`config.mk`:
```
export PLATFORM = sky130hd
export DESIGN_NAME = gf2m_inv
export DESIGN_NICKNAME = d
export VERILOG_FILES = /design/src/rtl/gf2m_inv.sv
export SDC_FILE = /design/constraint.sdc
export NUM_CORES = 1
export LEC_CHECK = 0
export CORE_MARGIN = 2
export CORE_UTILIZATION = 35
export CTS_CLUSTER_DIAMETER = 100
export DETAILED_ROUTE_END_ITERATION = 10
export DONT_BUFFER_PORTS = 1
export PLACE_DENSITY_LB_ADDON = 0.3
export RECOVER_POWER = 100
export SKIP_LAST_GASP = 1
export SYNTH_ARGS = -nofsm -noshare
export SYNTH_HDL_FRONTEND = slang
export SYNTH_SLANG_ARGS = --single-unit
```
`constraint.sdc`:
```
create_clock -name i_clk -period 3.59 [get_ports i_clk]
set_input_delay 0.718 -clock i_clk [delete_from_list [all_inputs] [get_ports i_clk]]
set_output_delay 0.718 -clock i_clk [all_outputs]
set_load 0.02 [all_outputs]
```
`src/rtl/gf2m_inv.sv`:
```
// Iterative GF(2^M) inverter: y = x^(2^M-2) by repeated squaring and multiply-accumulate.
// Define GF2M_INV_DIV_EN for division mode, which adds dividend port n and gives y = n/x.
module gf2m_inv #(
  parameter int          M    = 8,
  parameter logic [15:0] POLY = 16'h001D
) (
  input  logic         i_clk,
  input  logic         i_rst,
  input  logic         i_start,
  input  logic [M-1:0] x,
`ifdef GF2M_INV_DIV_EN
  input  logic [M-1:0] n,
`endif
  output logic [M-1:0] y,
  output logic         o_ready,
  output logic         o_busy,
  output logic         o_zero
);

  localparam int          CW   = $clog2(M);
  localparam logic [CW-1:0] LAST = CW'(M - 1);

  typedef enum logic [1:0] {IDLE, RUN, DONE} state_t;

  state_t        state, state_nxt;
  logic [M-1:0]  acc, acc_nxt;
  logic [M-1:0]  sq, sq_nxt;
  logic [CW-1:0] cnt, cnt_nxt;
  logic          zero_r, zero_nxt;
  logic [M-1:0]  init_val;

  // Shift-and-add multiply, reducing by the implicit x^M term after every shift.
  function automatic logic [M-1:0] gf_mul(input logic [M-1:0] a, input logic [M-1:0] b);
    logic [M-1:0] p;
    logic [M-1:0] t;
    p = '0;
    t = a;
    for (int i = 0; i < M; i++) begin
      if (b[i]) p = p ^ t;
      t = t[M-1] ? ((t << 1) ^ POLY[M-1:0]) : (t << 1);
    end
    return p;
  endfunction

`ifdef GF2M_INV_DIV_EN
  assign init_val = n;
`else
  assign init_val = M'(1);
`endif

  always_comb begin
    state_nxt = state;
    acc_nxt   = acc;
    sq_nxt    = sq;
    cnt_nxt   = cnt;
    zero_nxt  = zero_r;
    if (i_start) begin
      sq_nxt    = gf_mul(x, x);
      acc_nxt   = init_val;
      cnt_nxt   = '0;
      zero_nxt  = (x == '0);
      state_nxt = RUN;
    end else begin
      case (state)
        RUN: begin
          acc_nxt = gf_mul(acc, sq);
          sq_nxt  = gf_mul(sq, sq);
          cnt_nxt = cnt + CW'(1);
          if (cnt == LAST - CW'(1)) state_nxt = DONE;
        end
        default: ;
      endcase
    end
  end

  always_ff @(posedge i_clk) begin
    if (i_rst) begin
      state  <= IDLE;
      acc    <= '0;
      sq     <= '0;
      cnt    <= '0;
      zero_r <= 1'b0;
    end else begin
      state  <= state_nxt;
      acc    <= acc_nxt;
      sq     <= sq_nxt;
      cnt    <= cnt_nxt;
      zero_r <= zero_nxt;
    end
  end

  assign y       = acc;
  assign o_busy  = (state == RUN);
  assign o_ready = (state == DONE);
  assign o_zero  = zero_r;

endmodule

```
# Word-level counts from Yosys, hierarchy flattened
# Index checks and enable logic that the tools add are counted.
[op_classes]
muxes = 87
bitwise = 42
reduce_logical = 6
n_addsub = 1
n_eq_ne = 3
[ops]
columns = ["op", "n"]
rows = [
  ["$mux 8", 61],
  ["$xor 8x8->8", 21],
  ["$mux 5", 21],
  ["$not 4->4", 21],
  ["$logic_not 8->1", 1],
  ["$mux 1", 5],
  ["$reduce_and 2->1", 2],
  ["$reduce_bool 2->1", 2],
  ["$add 3x1->3 const B", 1],
  ["$eq 3x3->1 const B", 1],
  ["$eq 2x1->1 const B", 1],
  ["$eq 2x2->1 const B", 1],
  ["$reduce_or 2->1", 1],
]
[word_totals]
output_inout_bits = 11
regBits = 22
wordCells = 146
inputBits = 11

# Logic depth before layout (Yosys ltp)
[logic_depth]
ltp_word = 31
depth_mapped = 9
mapped_depth_nobuf = 8

# Least setup slack after synthesis
# Ideal clock, no wire load.
[synth_timing]
path_kind = "input port to flip-flop"
start = "input x[2]"
end = "register sq[3]"
arrival_time_ns = 2.347
slack_ns = 1.168
n_path_buf = 1
setup_time_ns = 0.074
stages = 9
required_time_ns = 3.516
path_cell_list = "ha_1 -> buf_2 -> nor2_1 -> o32a_1 -> o211ai_1 -> xnor2_1 -> mux2i_1 -> nand3_1 -> o21ai_0"
[synth_via]
elab_chain_cells = 23
word_cells_on_any_way = 28
classes_between = "mux: 18; bitwise: 10"
[synth_lines]
columns = ["item", "line", "rtl"]
rows = [
  ["start: declaration", "10", "input logic [M-1:0] x,"],
  ["$not 4->4 (no line)", "--", ""],
  ["$mux 5", "40", "t = t[M-1] ? ((t << 1) ^ POLY[M-1:0]) : (t << 1);"],
  ["$xor 8x8->8", "39", "if (b[i]) p = p ^ t;"],
  ["$mux 8", "39", ""],
  ["$mux 8", "57", "if (i_start) begin"],
  ["$xor 8x8->8", "39", ""],
  ["$mux 8", "39", ""],
  ["$mux 8", "57", ""],
  ["(+7 left out)", "--", ""],
  ["$mux 8", "39", ""],
  ["$mux 8", "57", ""],
  ["$xor 8x8->8", "39", ""],
  ["$mux 8", "39", ""],
  ["$mux 8", "57", ""],
  ["$xor 8x8->8", "39", ""],
  ["$mux 8 *", "39", ""],
  ["$mux 8 *", "57", ""],
  ["end signal: assignment", "86", "sq <= sq_nxt;"],
  ["end: declaration", "27", "logic [M-1:0] sq, sq_nxt;"],
]
# Every way passes the cells marked *; elsewhere a longest branch is shown, timed or not. The select of a mux whose other input is x is not followed.
# A chain may end at the register's enable or synchronous reset.

# Worst setup path after layout
[layout_timing]
start = "register acc[4], in the netlist y[4]"
end = "register acc[6], in the netlist y[6]"
[layout_via]
elab_chain_cells = 22
word_cells_on_any_way = 25
classes_between = "mux: 18; bitwise: 7"
[layout_lines]
columns = ["item", "line", "rtl"]
rows = [
  ["start: declaration", "26", "logic [M-1:0] acc, acc_nxt;"],
  ["start signal: assignment", "85", "acc <= acc_nxt;"],
  ["$xor 8x8->8", "39", ""],
  ["$mux 8", "39", ""],
  ["$mux 8", "64", "case (state)"],
  ["$mux 8", "57", ""],
  ["$xor 8x8->8", "39", ""],
  ["$mux 8", "39", ""],
  ["$mux 8", "64", ""],
  ["$mux 8", "57", ""],
  ["(+6 left out)", "--", ""],
  ["$mux 8", "64", ""],
  ["$mux 8", "57", ""],
  ["$xor 8x8->8", "39", ""],
  ["$mux 8", "39", ""],
  ["$mux 8", "64", ""],
  ["$mux 8", "57", ""],
  ["$xor 8x8->8", "39", ""],
  ["$mux 8 *", "39", ""],
]
# Marked as above.

==> reports/qor.csv <==
metric;value;unit
nets;473;
yosys_warnings;0;
cp_data_arrival_time;2940;ps
synth_top_area_share;26.06;%
rows;36;
hold_path_end;state[0]$_SDFFE_PP0P_;
synth_seq_area_share;12.72;%
die_h;103.5;um
reg2reg_to;y[6]$_SDFFE_PP0P_;
grt_util_met2;28.14;%
synth_cells;484;
port_buffers;0;
hold_path_startpoint;i_rst;
drtIter0Drc;140;
clock_skew;12.18;ps
core_area;0.009684;sq mm
post-route-min-period;2813;ps
ys_top_cells_by_count;103 x xnor2_1, 79 x nand2_1, 41 x xor2_1;
use_met1;22.93;%
max-slew-margin-rel;30.96;%
cp_max_fo;12;
grt_start_max_net_pins;30;
finalWeightedCongestion;0.8350;
p_leak;1.177;nW
synth_async_sr_flop_share;0;%
cts-resized-gates;0;
hp-class;primary input to register;
wire_per_inst;14.72;um
critPathLaunchType;register;
power.switching;662.7;uW
endpoint_kind;register;
p_total;1.486;mW
grt_first_pass_wirelength;14110;um
status;completed;
critical_path_class;register to register;
post-route-util;36.52;%
fill_cells;1040;
overflow;0;
hold_path_depth;1;
clockPowerShare;16.4;%
swShare;44.59;%
pwr-share-seq;23.9;%
viasPerCell;5.129;
htreeDepth;1;
drc;0;
ant_nets;0;
die-area;0.01070;sq mm
yosysTopAreaCell;xnor2_1;
grt_setup_unrepaired;no;
post-route-period-util;78.35;%
drtPass1Iterations;5;
synthesis.nets;502;
cts_buffers;3;
power_density;420.2;mW/mm^2
ys.flop_type;dfxtp_1;
synth_area_leaders;xnor2_1 26%, dfxtp_1 13%, xor2_1 10%, nand2_1 8.6%, a21oi_1 3.5%;
synth_most_common_cell;xnor2_1;
initial_core_util;35.75;%
final_max_slew_viol_count;0;
grt_pass1_vias;2754;
max_freq;355.5;MHz
place_hpwl;6077;um
grt-busiest-layer;met2;
n_antenna_cell;0;
track_usage;16.57;%
path_clk_slew;100;ps
drive_above_1_share;3.744;%
root_buffer;clkbuf_8;
synth.distinct_cells;52;
insertion_delay;280;ps
ys_ff_latch;22;
met3_usage;1.277;%
synth-edff-count;0;
wirelength;8643;um
synthToLayoutAreaGrowth;2.168;%
cts_sinks;22;
reg2regPathDepth;8;
netlist_area;0.003462;sq mm
worst_r2r_startpoint;y[4]$_SDFFE_PP0P_;
ioPinCount;22;
comb_power_share;59.7;%
p_int;823.6;uW
die_x;103.5;um
peakVddDrop;0.1723;mV
cts_tree;yes;
antenna_found_initial;0;
cts_buffer_depth;2;
tns;0;ps
setup_viol;0;
hold_viol_final;0;
required;3720;ps
cts-hold-fix-buffers;0;
tightest_slew;1034;ps
vias;3011;
avgSynthCellArea;7.153;sq um
maxCapViolations;0;
rrSetupSlack;780;ps
postCtsSetupBuffers;0;
## cells by family (layout without fill, tap and decap cells)
kind of cell	Yosys count	count (layout)	synth area share (%)
xor+xnor	150	150	39.43
buf+inv	58	28	7.517
compound gates	84	84	15.22
mux	8	8	2.349
flops	22	22	12.72
fa+ha+maj	7	7	2.530
simple gates	155	155	20.24
## layout by cell type (no fill, tap or decap), types with 2 or more instances in the layout
master    instances
mux2i_1           7
o221ai_1          2
nand4_1           2
buf_4             6
a22oi_1           2
o21ai_0          21
xor2_2            2
inv_1            11
nand2b_1          7
a211oi_1         10
a21oi_1          24
xor2_1           43
ha_1              7
clkbuf_8          3
clkbuf_1          5
o211ai_1          3
o22a_1            2
o22ai_1           3
xnor2_1         103
nor3_1            9
nor2_1           29
nand2_1          79
clkinv_1          2
nand3_1           5
nand3b_1          2
a31oi_1           7
a311oi_1          2
nor2b_1           5
dfxtp_1          22
o21a_1            2
nor4_1            4
nor3b_1           5
## power by group through the flow
stage / Sequential, mW / Clock [mW] / Combinational, mW
finish: 0.356 / 0.243 / 0.887
global route: 0.365 / 0.255 / 0.984
CTS: 0.355 / 0.246 / 0.893
detailed placement: 0.361 / 0 / 0.883
global placement: 0.360 / 0 / 0.876
floorplan: 0.297 / 0 / 0.808
## layout make-up
class | instances | area [sq um] | area share (%)
Multi-Input combinational cell | 404 | 2746 | 77.64
Sequential cell | 22 | 440.4 | 12.45
Tap cell | 133 | 166.4 | 4.705
Timing Repair Buffer | 11 | 63.81 | 1.804
Inverter | 13 | 48.80 | 1.380
Clock buffer | 3 | 41.29 | 1.167
Clock inverter | 1 | 30.03 | 0.8490
## how the worst max path moves through the flow
stage | slack [ps] | cells after the start | start | endpoint
floorplan | 1170 | 9 | x[2] | sq[3]$_SDFFE_PP0P_
global placement | 1020 | 8 | x[2] | sq[3]$_SDFFE_PP0P_
detailed placement | 1000 | 8 | x[2] | sq[3]$_SDFFE_PP0P_
CTS | 1020 | 8 | sq[0]$_SDFFE_PP0P_ | sq[3]$_SDFFE_PP0P_
global route | 600 | 8 | y[4]$_SDFFE_PP0P_ | y[6]$_SDFFE_PP0P_
finish | 780 | 8 | y[4]$_SDFFE_PP0P_ | y[6]$_SDFFE_PP0P_
## state kept, by name, indices dropped and copies added, names as in the netlist
register / count
sq: 8
cnt: 3
o_zero: 1
state: 2
y: 8
## worst max-delay path, stage by stage (launching register included)
cell	delay, ps
dfxtp_1	370
clkbuf_1	750
xor2_1	300
xor2_1	330
nand2_1	120
xor2_1	180
xnor2_1	140
xnor2_1	350
a21oi_1	120
## per-stage QoR
| stage | hold slack [ps] | cell area [sq um] | cells | setup WS, ps |
|---|---|---|---|---|
| floorplan | 458.8 | 3462 | 484 | 1168 |
| CTS | 491.7 | 3571 | 587 | 1017 |
| finish | 497.4 | 3537 | 587 | 777.3 |
| global placement | 484.7 | 3500 | 583 | 1024 |
| detailed placement | 496.6 | 3500 | 583 | 995.1 |
| global route | 487.6 | 3537 | 587 | 603.1 |
## layer usage
metal	up-vias	routed length [um]
li1	1535	-
met2	63	4085
met3	9	327
met4	0	81
met5	-	0
met1	1404	4148
Note: power is estimated with default switching activity, not from simulation.
